===== src/rtl/shift_pkg.sv =====
// Shared types and helpers for the pipelined shift unit.
package shift_pkg;

    localparam int unsigned MAX_W = 64;

    typedef enum logic [2:0] {
        SLL = 3'd0,
        SRL = 3'd1,
        SRA = 3'd2,
        ROL = 3'd3,
        ROR = 3'd4
    } shift_op_e;

    // Reverse the low w bits of x; bits at and above w come back as zero.
    function automatic logic [MAX_W-1:0] bit_reverse(input logic [MAX_W-1:0] x,
                                                     input int unsigned      w);
        logic [MAX_W-1:0] r;
        r = '0;
        for (int unsigned i = 0; i < MAX_W; i++) begin
            if (i < w) begin
                r[6'(i)] = x[6'(w - 1 - i)];
            end
        end
        return r;
    endfunction

    // Right-type ops run through the left-shift datapath on a reversed operand.
    function automatic logic is_right(input shift_op_e op);
        return (op == SRL) || (op == SRA) || (op == ROR);
    endfunction

    // Rotates feed the shifted-out bits back in as fill.
    function automatic logic is_rotate(input shift_op_e op);
        return (op == ROL) || (op == ROR);
    endfunction

endpackage


===== src/rtl/shift_layer.sv =====
// One combinational layer of the log shifter: left shift by SHIFT when enabled.
module shift_layer #(
    parameter int unsigned DATA_W = 32,
    parameter int unsigned SHIFT  = 1
) (
    input  logic [DATA_W-1:0] i_data,
    input  logic              i_en,
    input  logic              i_fill,
    input  logic              i_rotate,
    output logic [DATA_W-1:0] o_data_c
);

    logic [SHIFT-1:0] w_low;

    // Low bits entering from the right: wrapped MSBs for rotates, fill bit otherwise.
    always_comb begin
        w_low = {SHIFT{i_fill}};
        if (i_rotate) begin
            w_low = i_data[DATA_W-1 -: SHIFT];
        end
    end

    // Apply the shift only when this layer's shift-amount bit is set.
    always_comb begin
        o_data_c = i_data;
        if (i_en) begin
            o_data_c = {i_data[DATA_W-SHIFT-1:0], w_low};
        end
    end

endmodule


===== src/rtl/shift_unit_pipe.sv =====
// Pipelined shift unit: SLL/SRL/SRA/ROL/ROR over a log shifter split into
// PIPE_STAGES register stages, with valid/ready handshake, tag and flush.
module shift_unit_pipe
    import shift_pkg::*;
#(
    parameter int unsigned DATA_W      = 32,
    parameter int unsigned PIPE_STAGES = 2,
    parameter int unsigned TAG_W       = 5
) (
    input  logic              i_clk,
    input  logic              i_rst,
    input  logic              i_valid,
    output logic              o_ready,
    input  shift_op_e         i_op,
    input  logic [DATA_W-1:0] i_operand_a,
    input  logic [DATA_W-1:0] i_operand_b,
    input  logic [TAG_W-1:0]  i_tag,
    input  logic              i_flush,
    output logic              o_valid,
    input  logic              i_ready,
    output logic [DATA_W-1:0] o_data,
    output logic [TAG_W-1:0]  o_tag
);

    localparam int unsigned SHAMT_W = $clog2(DATA_W);
    localparam int unsigned LAST    = PIPE_STAGES - 1;

    // Elaboration-time parameter sanity.
    if (DATA_W < 8 || DATA_W > MAX_W || (DATA_W & (DATA_W - 1)) != 0) begin : g_bad_data_w
        $error("shift_unit_pipe: DATA_W must be a power of two in 8..64");
    end
    if (PIPE_STAGES < 1 || PIPE_STAGES > SHAMT_W) begin : g_bad_stages
        $error("shift_unit_pipe: PIPE_STAGES must be in 1..log2(DATA_W)");
    end

    // Entry decode.
    shift_op_e          w_op;
    logic [DATA_W-1:0]  w_entry_data;
    logic               w_entry_fill;
    logic               w_adv;
    logic               w_unused_b;

    // Per-stage inputs (stage 0 from the ports, stage s from register s-1).
    logic [DATA_W-1:0]  w_in_data   [PIPE_STAGES];
    logic [SHAMT_W-1:0] w_in_sh     [PIPE_STAGES];
    shift_op_e          w_in_op     [PIPE_STAGES];
    logic               w_in_fill   [PIPE_STAGES];
    logic [TAG_W-1:0]   w_in_tag    [PIPE_STAGES];
    logic               w_in_valid  [PIPE_STAGES];

    // Per-stage datapath results and next register values.
    logic [DATA_W-1:0]  w_stage_out [PIPE_STAGES];
    logic [DATA_W-1:0]  w_nxt_data  [PIPE_STAGES];
    logic [DATA_W-1:0]  w_exit_data;

    // Layer chain.
    logic [DATA_W-1:0]  w_layer_in  [SHAMT_W];
    logic [DATA_W-1:0]  w_layer_out [SHAMT_W];

    // Pipeline registers at the end of each stage.
    logic [DATA_W-1:0]  r_data  [PIPE_STAGES];
    logic [SHAMT_W-1:0] r_sh    [PIPE_STAGES];
    shift_op_e          r_op    [PIPE_STAGES];
    logic               r_fill  [PIPE_STAGES];
    logic [TAG_W-1:0]   r_tag   [PIPE_STAGES];
    logic               r_valid [PIPE_STAGES];

    // Only the low SHAMT_W bits of operand b select the amount.
    assign w_unused_b = ^i_operand_b[DATA_W-1:SHAMT_W];

    // The whole pipe moves together; it holds only when the output is blocked.
    assign w_adv   = !r_valid[LAST] || i_ready;
    assign o_ready = w_adv;

    // Normalise the opcode, reverse right-type operands and pick the fill bit.
    always_comb begin
        w_op = SLL;
        case (i_op)
            SLL, SRL, SRA, ROL, ROR: w_op = i_op;
            default:                 w_op = SLL;
        endcase
        w_entry_data = i_operand_a;
        if (is_right(w_op)) begin
            w_entry_data = DATA_W'(bit_reverse(MAX_W'(i_operand_a), DATA_W));
        end
        w_entry_fill = (w_op == SRA) && i_operand_a[DATA_W-1];
    end

    // Stage input bundles.
    for (genvar s = 0; s < PIPE_STAGES; s++) begin : g_stage_in
        if (s == 0) begin : g_from_port
            assign w_in_data[s]  = w_entry_data;
            assign w_in_sh[s]    = i_operand_b[SHAMT_W-1:0];
            assign w_in_op[s]    = w_op;
            assign w_in_fill[s]  = w_entry_fill;
            assign w_in_tag[s]   = i_tag;
            assign w_in_valid[s] = i_valid;
        end else begin : g_from_reg
            assign w_in_data[s]  = r_data[s-1];
            assign w_in_sh[s]    = r_sh[s-1];
            assign w_in_op[s]    = r_op[s-1];
            assign w_in_fill[s]  = r_fill[s-1];
            assign w_in_tag[s]   = r_tag[s-1];
            assign w_in_valid[s] = r_valid[s-1];
        end
    end

    // Layer k shifts by 2^k and lives in stage floor(k*PIPE_STAGES/SHAMT_W).
    // A stage boundary falls before k exactly when (k*PIPE_STAGES) mod SHAMT_W < PIPE_STAGES.
    for (genvar k = 0; k < SHAMT_W; k++) begin : g_layer
        localparam int unsigned STG     = (32'(k) * PIPE_STAGES) / SHAMT_W;
        localparam bit          FIRST_L = ((32'(k) * PIPE_STAGES) % SHAMT_W) < PIPE_STAGES;
        localparam bit          LAST_L  = (32'(k) == SHAMT_W - 1) ||
                                          (((32'(k) + 1) * PIPE_STAGES) % SHAMT_W) < PIPE_STAGES;

        if (FIRST_L) begin : g_first
            assign w_layer_in[k] = w_in_data[STG];
        end else begin : g_chain
            assign w_layer_in[k] = w_layer_out[k-1];
        end

        shift_layer #(
            .DATA_W (DATA_W),
            .SHIFT  (1 << k)
        ) u_layer (
            .i_data   (w_layer_in[k]),
            .i_en     (w_in_sh[STG][k]),
            .i_fill   (w_in_fill[STG]),
            .i_rotate (is_rotate(w_in_op[STG])),
            .o_data_c (w_layer_out[k])
        );

        if (LAST_L) begin : g_stage_end
            assign w_stage_out[STG] = w_layer_out[k];
        end
    end

    // Undo the entry reversal before the final register so o_data is the result.
    always_comb begin
        w_exit_data = w_stage_out[LAST];
        if (is_right(w_in_op[LAST])) begin
            w_exit_data = DATA_W'(bit_reverse(MAX_W'(w_stage_out[LAST]), DATA_W));
        end
    end

    // Next data value per stage register.
    for (genvar s = 0; s < PIPE_STAGES; s++) begin : g_nxt
        if (s == LAST) begin : g_exit
            assign w_nxt_data[s] = w_exit_data;
        end else begin : g_mid
            assign w_nxt_data[s] = w_stage_out[s];
        end
    end

    // Pipeline registers: advance together, flush clears every valid bit.
    always_ff @(posedge i_clk or posedge i_rst) begin
        if (i_rst) begin
            for (int s = 0; s < int'(PIPE_STAGES); s++) begin
                r_data[s]  <= '0;
                r_sh[s]    <= '0;
                r_op[s]    <= SLL;
                r_fill[s]  <= 1'b0;
                r_tag[s]   <= '0;
                r_valid[s] <= 1'b0;
            end
        end else begin
            if (w_adv) begin
                for (int s = 0; s < int'(PIPE_STAGES); s++) begin
                    r_data[s]  <= w_nxt_data[s];
                    r_sh[s]    <= w_in_sh[s];
                    r_op[s]    <= w_in_op[s];
                    r_fill[s]  <= w_in_fill[s];
                    r_tag[s]   <= w_in_tag[s];
                    r_valid[s] <= w_in_valid[s];
                end
            end
            if (i_flush) begin
                for (int s = 0; s < int'(PIPE_STAGES); s++) begin
                    r_valid[s] <= 1'b0;
                end
            end
        end
    end

    assign o_valid = r_valid[LAST];
    assign o_data  = r_data[LAST];
    assign o_tag   = r_tag[LAST];

endmodule


===== config.mk =====
export PLATFORM = sky130hd
export DESIGN_NAME = shift_unit_pipe
export DESIGN_NICKNAME = d
export VERILOG_FILES = /design/src/rtl/shift_pkg.sv /design/src/rtl/shift_layer.sv /design/src/rtl/shift_unit_pipe.sv
export SDC_FILE = /design/constraint.sdc
export NUM_CORES = 1
export LEC_CHECK = 0
export CAP_MARGIN = 20
export CORE_MARGIN = 2
export CORE_UTILIZATION = 54
export DETAILED_ROUTE_END_ITERATION = 6
export PLACE_DENSITY_LB_ADDON = 0.25
export SLEW_MARGIN = 20
export SYNTH_ARGS = -nofsm -noshare
export SYNTH_HDL_FRONTEND = slang
export SYNTH_SLANG_ARGS = --single-unit

===== constraint.sdc =====
create_clock -name i_clk -period 3.1 [get_ports i_clk]
set_input_delay 0.62 -clock i_clk [delete_from_list [all_inputs] [get_ports i_clk]]
set_output_delay 0.62 -clock i_clk [all_outputs]
set_load 0.05 [all_outputs]

Yosys cells after proc, flatten, opt, wreduce, memory -nomap -nowiden
Cells that the tools add are included.
{ "op_classes": {"add_sub_neg": 0, "multipliers": 0, "div": 0, "n_lt_le_gt_ge": 0, "n_eq_ne": 12, "shift": 0, "n_mux": 15, "bitwise_logic": 0, "n_reduce_logical": 12} }
{ "ops": {"columns": ["operator", "count"], "rows": [
  ["32-bit 2-to-1 mux", 7],
  ["3-bit by 2-bit equality test with 1-bit output (second input constant)", 6],
  ["16-bit 2-to-1 mux", 1],
  ["3-bit by 1-bit equality test with 1-bit output (second input constant)", 3],
  ["3-bit equality test (second input constant)", 3],
  ["8-bit 2-to-1 mux", 1],
  ["1-bit logical OR", 7],
  ["2-bit 2-to-1 mux", 3],
  ["5-bit OR reduction", 1],
  ["4-bit 2-to-1 mux", 1],
  ["3-bit zero test", 1],
  ["3-bit 2-to-1 mux", 1],
  ["2-bit nonzero test", 1],
  ["1-bit logical AND", 1],
  ["1-bit zero test", 1],
  ["1-bit 2-to-1 mux", 1]
]} }
{ "totals": {"register_bits": 85, "latchBits": 0, "ram_bits": 0, "mem_bits_ro": 0, "inputBits": 77, "output_inout_bits": 39, "word_cells": 48, "n_memories": 0} }

Logic depth before layout (Yosys ltp)
Gate-level depths: netlist of run 1.
{ "depth": {"ltp_word": 13, "ltp_mapped": 10, "mapped_depth_nobuf": 6} }

Cells and area by module
Synthesis of run 1 repeated with hierarchy kept, for this count alone.
{ "hier_totals": {"cells_unflattened": 732, "hier_area_um2": 7265.7} }
{ "by_module_without_submodules": {"columns": ["mod", "instances", "cells_each", "area_per_inst_um2", "seq_area_each_um2"], "rows": [
  ["shift_unit_pipe", 1, 480, 4481.8, 2052.0],
  ["shift_layer at g_layer[4].u_layer", 1, 74, 643.1, 0.0],
  ["shift_layer at g_layer[0].u_layer", 1, 38, 544.3, 0.0],
  ["shift_layer at g_layer[2].u_layer", 1, 45, 540.5, 0.0],
  ["shift_layer at g_layer[1].u_layer", 1, 40, 535.5, 0.0],
  ["shift_layer at g_layer[3].u_layer", 1, 55, 520.5, 0.0]
]} }

Worst setup path before layout of run 1
No wires, ideal clock.
{ "synth_path": {"path_type": "input-to-reg", "start": "input i_op[0]", "end": "register r_data[40] in the netlist's numbering", "setup_ns": 0.065, "t_arrival_ns": 2.570, "required_time_ns": 3.035, "setup_slack_ns": 0.465, "path_stages": 10, "n_path_buf": 4, "path_cell_list": "buf_6 -> or3b_1 -> buf_6 -> o21a_1 -> buf_6 -> buf_12 -> mux2i_1 -> mux4_2 -> a22oi_1 -> o21a_1"} }
{ "synth_via": {"elab_chain_len": 10, "word_cells_on_any_way": 16, "cone_classes": "7 x eq/ne; 5 x mux; 4 x reduce/logical"} }
{ "synth_lines": {"columns": ["element", "line", "source"], "rows": [
  ["from (decl)", "shift_unit_pipe.sv:14", "input shift_op_e i_op,"],
  ["3-bit by 1-bit equality test with 1-bit output, or another cell as far along", "shift_unit_pipe.sv:78", "case (i_op)"],
  ["5-bit OR reduction", "shift_unit_pipe.sv:78", null],
  ["3-bit 2-to-1 mux (*)", "shift_unit_pipe.sv:78", null],
  ["3-bit by 1-bit equality test with 1-bit output or 3-bit by 2-bit equality test with 1-bit output (tied branches)", "shift_pkg.sv:29", "return (op == SRL) || (op == SRA) || (op == ROR);"],
  ["1-bit logical OR", "shift_pkg.sv:29", null],
  ["1-bit logical OR (*)", "shift_pkg.sv:29", null],
  ["32-bit 2-to-1 mux (*)", "shift_unit_pipe.sv:83", "if (is_right(w_op)) begin"],
  ["32-bit 2-to-1 mux (*) (3 in a row)", "shift_layer.sv:26", "if (i_en) begin"],
  ["to (signal, indexed assignment)", "shift_unit_pipe.sv:169", "r_data[s] <= w_nxt_data[s];"],
  ["to (decl)", "shift_unit_pipe.sv:61", "logic [DATA_W-1:0] r_data [PIPE_STAGES];"]
]} }
Every way passes the cells marked *; elsewhere a longest branch is shown, timed or not.
A chain may end at the register's enable or synchronous reset.

Worst setup path after layout of run 1
{ "layout_path": {"start": "input i_op[1]", "end": "register r_data[57] in the netlist's numbering"} }
The elaborated chain is that of the path after synthesis.

==> run metrics, run 1 <==
status finished with violations; violated checks DRC; Post-synth EDFFs 0; commonest non-fill, non-tap cell in the layout nand2_1; required time worst endpoint 3.34 ns; Iteration-0 DRC Markers roughly 650; Max Cap Viol 0; grt total ovfl 0; WP buf/inv 2; global-route wire length before repair between 20 and 30 mm; pre-CTS WS -0.126 ns; per-cell routed wire length approximately 19 um; Max Root-Sink Buffers 2; cts bufs inserted 9; pwr dens 544 mW/mm^2; CTS tree yes; CP max-delay cell clkdlybuf4s50_1; final wirelength ~18 mm; Initial Utilization 55.6%; core area 0.0115 mm^2; Pint 2530 uW; Top delay family on crit path buffers and inverters; Gate Count Post-Synth approximately 720; worst endpoint data arrival time 3.13 ns; Comb power frac a little over 40%; Ports approximately 120; antenna viol nets, final 0; initial antenna violation count 0; Hold Crit Class reg2reg; crit share post-route 93.3%; vias in the first global route 5765; placed cells 917; Slew Limit Fails 0; Nets between 800 and 900; post-synthesis cell area 0.00640 mm^2; die height 113 um; Die X 113 um; clk_skew between 0.01 and 0.015 ns; total power between 4000 and 5000 uW; clock power share ~24%; RSZ-0062 raised after global routing false; Clock Tree Root clkbuf_16; Via density 6.42; Final GP Congestion 0.969; worst skew pair latency 0.35 ns; share of cells above drive strength 1 14.2%; fmax 346 MHz; Yosys cell types between 50 and 60; Crit Path Category in2reg; Worst Tran Pin Value 0.806 ns; asr flop ratio synth 100%; Residual DRC 10; # setup viols final 0; Cell Rows 39; syn avg cell area between 8 and 9 um^2; Vias between 5000 and 6000; Syn-to-layout area delta 20.2%; hpwl dp around 14 mm; Resize count post-CTS 0; number of fill cells ~950; synth warn 0; Final Critical Period 2.89 ns; first-pass iteration count of the detailed router 7; die area approximately 0.013 mm^2; largest net degree at the start of global routing 44; Rel. slew slack 46.2%; Mapped Nets 798; Worst path max stage delay 0.59 ns; setup TNS 0 ns; Seq pwr share 34.6%; final hold violations 0; Setup crit start kind input port; Leak 0.00327 uW; cts hold-fix bufs 0; CP cell instances clkdlybuf4s50_1 -> or3b_1 -> o21a_2 -> buf_4 -> mux4_2 -> mux2i_1 -> o22ai_1 -> a21o_1; ant diodes 0; Tot GR Track Use between 20% and 30%; CTS clk-pin slew, worst paths 0.06 ns; Post-CTS Setup Bufs 0; post-synthesis sequential area ratio ~32%; Port Buffer Count 88; CP Capture Type flop; min setup slack post-route 0.207 ns; Post-synth top flop dfrtp_1; commonest non-fill, non-tap cells in the layout 111 x nand2_1, 89 x a21oi_1, 87 x clkdlybuf4s50_1; Peak VDD IR between 0.2 and 0.3 mV; #FFs+latches synth just over 80; switching share of power 39.6%; # clock sinks 82; Switching Power 1660 uW; H-tree depth 3; CP max FO 10; final non-filler cell total about 930
-- registers in the layout (all words and copies together), names as in the netlist --
signal and flops:
o_valid 1, r_fill 1, r_op 3, r_data 32, r_tag 5, o_tag 5, o_data 32, r_valid 1
r_sh 2
-- power groups by stage --
stage | Combinational (uW) | Sequential [uW] | Clock [uW]
floorplan | 856 | 1750 | 0
CTS | 1720 | 1440 | 1030
finish | 1720 | 1450 | 1010
global placement | 1680 | 1450 | 0
global route | 1840 | 1470 | 1070
detailed placement | 1710 | 1460 | 0
-- final cells by class --
class / count / area (um^2) / area share [%]
tap: 143 / 179 / 2.33
timing repair buffer: 122 / 1160 / 15.1
inverter: 9 / 35.0 / 0.455
clock inverter: 5 / 38.8 / 0.504
clock buffer: 10 / 239 / 3.11
multi-input combinational: 561 / 3990 / 51.9
sequential: 82 / 2050 / 26.7
-- layer usage --
| metal | routed length (um) | track usage [%] | vias up |
|---|---|---|---|
| met5 | 0 | 0 | - |
| met4 | 412 | 10.8 | 0 |
| met3 | 1350 | 5.46 | 29 |
| met2 | 8540 | 46.3 | 266 |
| met1 | 7820 | 40.2 | 2905 |
| li1 | - | - | 2788 |
-- path summary, 6_finish.rpt --
check | startpoint | endpoint | slack (ns) | cells past startpoint
max in group asynchronous | i_rst | r_sh[8]$_DFFE_PP0P_ | 1.84 | 3
worst min-delay path | r_tag[8]$_DFFE_PP0P_ | r_tag[8]$_DFFE_PP0P_ | 0.47 | 2
min in group asynchronous | i_rst | r_tag[5]$_DFFE_PP0P_ | 0.50 | 2
worst max-delay path | i_op[1] | r_data[57]$_DFFE_PP0P_ | 0.21 | 8
worst min register to register | r_tag[8]$_DFFE_PP0P_ | r_tag[8]$_DFFE_PP0P_ | 0.47 | 2
worst max register to register | r_op[3]$_DFFE_PP0P_ | o_data[8]$_DFFE_PP0P_ | 0.72 | 6
-- metrics by stage --
step,hold slack [ns],util [%],area [um^2]
2_1_floorplan,0.439,-,6400
3_3_place_gp,0.450,64.4,7420
3_5_place_dp,0.456,64.4,7420
4_1_cts,0.469,66.8,7690
5_1_grt,0.497,66.8,7690
6_report,0.466,66.8,7690
-- cell usage after synthesis (all sizes together), types with 11 or more instances --
| master | n | area [um^2] |
|---|---|---|
| a21oi | 89 | 445 |
| a22oi | 11 | 82.6 |
| buf | 25 | 174 |
| clkbuf | 44 | 165 |
| dfrtp | 82 | 2050 |
| mux2 | 13 | 146 |
| mux2i | 67 | 671 |
| mux4 | 33 | 751 |
| nand2 | 111 | 417 |
| nor2 | 68 | 255 |
| o21a | 32 | 240 |
| o21ai | 32 | 160 |
| o22ai | 13 | 81.3 |
-- worst register-to-register path, stage by stage, from the launching register on --
cell and delay [ns]:
dfrtp_1 0.45, or3b_2 0.52, nand2_1 0.62, a21oi_1 0.18, a21oi_1 0.29, nand2_1 0.11
a21oi_1 0.15
-- kinds of logic after synthesis --
kind of cell,share of synthesized area (%)
buffers and inverters,5.82
XOR/XNOR,0.704
AO/OA/AOI/OAI,23.2
multiplexers,24.5
AND/OR/NAND/NOR,13.7
flip-flops,32.1
No activity file was read; power rests on OpenSTA's default activity.
==> run 2: changes to the inputs <==
--- a/config.mk
+++ b/config.mk
@@ -6,7 +6,8 @@
 export NUM_CORES = 1
 export LEC_CHECK = 0
 export CAP_MARGIN = 20
-export CORE_MARGIN = 2
+export CORE_ASPECT_RATIO = 0.8
+export CORE_MARGIN = 4
 export CORE_UTILIZATION = 54
 export DETAILED_ROUTE_END_ITERATION = 6
 export PLACE_DENSITY_LB_ADDON = 0.25
==> run 2 against run 1 <==
The flow now finishes without violations. Sequential cell count stayed put. Combinational power is 2% higher. Non-clock buffer count increased by 2. Largest cell class unchanged. Total power is 1.1% higher. Maximum frequency grew 0.40%. Critical path type unchanged. Clock power about the same. Clock skew decreased by 0.0047 ns. Utilization rose by 0.30 points. Largest power group unchanged. First-iteration DRC count grew 24%. Final cell count up 0.86%.
==> run metrics, run 2 (synthesized netlist as in run 1, its figures left out) <==
Top delay family on crit path buffers and inverters (unchanged); Crit Path Category in2reg (unchanged); Via density 6.52 (was 6.42); Worst path max stage delay 0.53 ns (was 0.59 ns); Peak VDD IR 0.269 mV (was 0.299 mV); clk_skew 0.00572 ns (was 0.0104 ns); required time worst endpoint 3.34 ns (about the same); commonest non-fill, non-tap cell in the layout nand2_1 (unchanged); largest net degree at the start of global routing 83 (was 44); grt total ovfl 0 (unchanged); Nets 864 (was 862); # clock sinks 82 (unchanged); worst endpoint data arrival time 3.12 ns (was 3.13 ns); Max Cap Viol 0 (unchanged); Max Root-Sink Buffers 2 (unchanged); Post-CTS Setup Bufs 0 (unchanged); share of cells above drive strength 1 14.5% (was 14.2%); Tot GR Track Use 28.4% (was 29.1%); per-cell routed wire length 20.0 um (was 19.4 um); Setup crit start kind input port (unchanged); pwr dens 545 mW/mm^2 (was 544 mW/mm^2); Residual DRC 0 (was 10); Clock Tree Root clkbuf_16 (unchanged); pre-CTS WS -0.136 ns (was -0.126 ns); Resize count post-CTS 0 (unchanged); Iteration-0 DRC Markers 803 (was 647); antenna viol nets, final 0 (unchanged); Vias 6128 (was 5988); cts bufs inserted 9 (unchanged); cts hold-fix bufs 0 (unchanged); Port Buffer Count 88 (unchanged); Fin Hold WS 0.474 ns (was 0.466 ns); H-tree depth 3 (unchanged); Rel. slew slack 49.1% (was 46.2%); Syn-to-layout area delta 21.2% (was 20.2%); first-pass iteration count of the detailed router 6 (was 7); min setup slack post-route 0.219 ns (was 0.207 ns); crit share post-route 93.0% (was 93.3%); CP Capture Type flop (unchanged); Die X 130 um (was 113 um); CTS tree yes (unchanged); Final Core Density 67.1% (was 66.8%); Ports 116 (unchanged); status completed (was finished with violations); Final GP Congestion 0.953 (was 0.969); CP cell instances clkdlybuf4s50_1 -> or3b_1 -> o21a_2 -> buf_12 -> mux4_2 -> mux2i_1 -> buf_4 -> o22ai_1 -> a21o_1 (was clkdlybuf4s50_1 -> or3b_1 -> o21a_2 -> buf_4 -> mux4_2 -> mux2i_1 -> o22ai_1 -> a21o_1); # setup viols final 0 (unchanged); Final Critical Period 2.88 ns (was 2.89 ns); final hold violations 0 (unchanged); CP max-delay cell clkdlybuf4s50_1 (unchanged); total power 4230 uW (was 4180 uW); Slew Limit Fails 0 (unchanged); die height 105 um (was 113 um); ant diodes 0 (unchanged); final non-filler cell total 940 (was 932); final wirelength 18.8 mm (was 18.1 mm); hpwl dp 14.0 mm (was 13.6 mm); Leak 0.00329 uW (was 0.00327 uW); core area 0.0116 mm^2 (was 0.0115 mm^2); RSZ-0062 raised after global routing false (unchanged); commonest non-fill, non-tap cells in the layout 111 x nand2_1, 89 x a21oi_1, 87 x clkdlybuf4s50_1 (unchanged); Cell Rows 35 (was 39); initial antenna violation count 0 (unchanged); WP buf/inv 3 (was 2); placed cells 924 (was 917); fmax 347 MHz (was 346 MHz); worst skew pair latency 0.35 ns (about the same); Hold Crit Class reg2reg (unchanged); global-route wire length before repair 30.9 mm (was 29.8 mm); CP max FO 14 (was 10); die area 0.0137 mm^2 (was 0.0127 mm^2); Initial Utilization 55.4% (was 55.6%); vias in the first global route 5839 (was 5765); CTS clk-pin slew, worst paths 0.07 ns (was 0.06 ns); Worst Tran Pin Value 0.762 ns (was 0.806 ns)
[run 2: worst min-delay path, delay by kind of cell (launching register included)]
kind	cells	cell delay [ns]
flops	1	0.34
simple gates	2	0.10
[run 2: layout make-up]
cell class / instances / area, um^2
multi-input combinational: 561 / 3990
fill: 943 / 3800
sequential: 82 / 2050
timing repair buffer: 124 / 1210
clock buffer: 9 / 225
tap: 148 / 185
clock inverter: 7 / 60.1
inverter: 9 / 33.8
[run 2: metrics by stage]
stage / area, um^2 / setup TNS [ns]
global placement: 7470 / -0.0789
global route: 7760 / 0
detailed placement: 7470 / -0.821
finish: 7760 / 0
CTS: 7760 / 0
floorplan: 6400 / 0
[run 2: path summary, 6_finish.rpt]
| check | start | end | slack [ns] | depth (start not counted) |
|---|---|---|---|---|
| min | r_tag[9]$_DFFE_PP0P_ | r_tag[9]$_DFFE_PP0P_ | 0.47 | 2 |
| min reg2reg | r_tag[9]$_DFFE_PP0P_ | r_tag[9]$_DFFE_PP0P_ | 0.47 | 2 |
| max reg2reg | r_op[3]$_DFFE_PP0P_ | o_data[21]$_DFFE_PP0P_ | 0.71 | 6 |
| max | i_op[1] | r_data[57]$_DFFE_PP0P_ | 0.22 | 9 |
| min in group asynchronous | i_rst | r_tag[8]$_DFFE_PP0P_ | 0.68 | 3 |
| max in group asynchronous | i_rst | r_sh[8]$_DFFE_PP0P_ | 2.06 | 3 |
[run 2: routing by layer]
layer / GRT usage [%] / up-vias / share of wire [%]
met2: 42.1 / 333 / 45
met1: 42.1 / 2965 / 44
met4: 7.34 / 0 / 2.2
met5: 0 / - / 0
met3: 6.59 / 43 / 9.0
li1: - / 2787 / -
[run 2: power by group]
part / internal (uW) / switching, uW
registers: 1260 / 187
clock network: 555 / 475
logic: 720 / 1040
total: 2530 / 1700
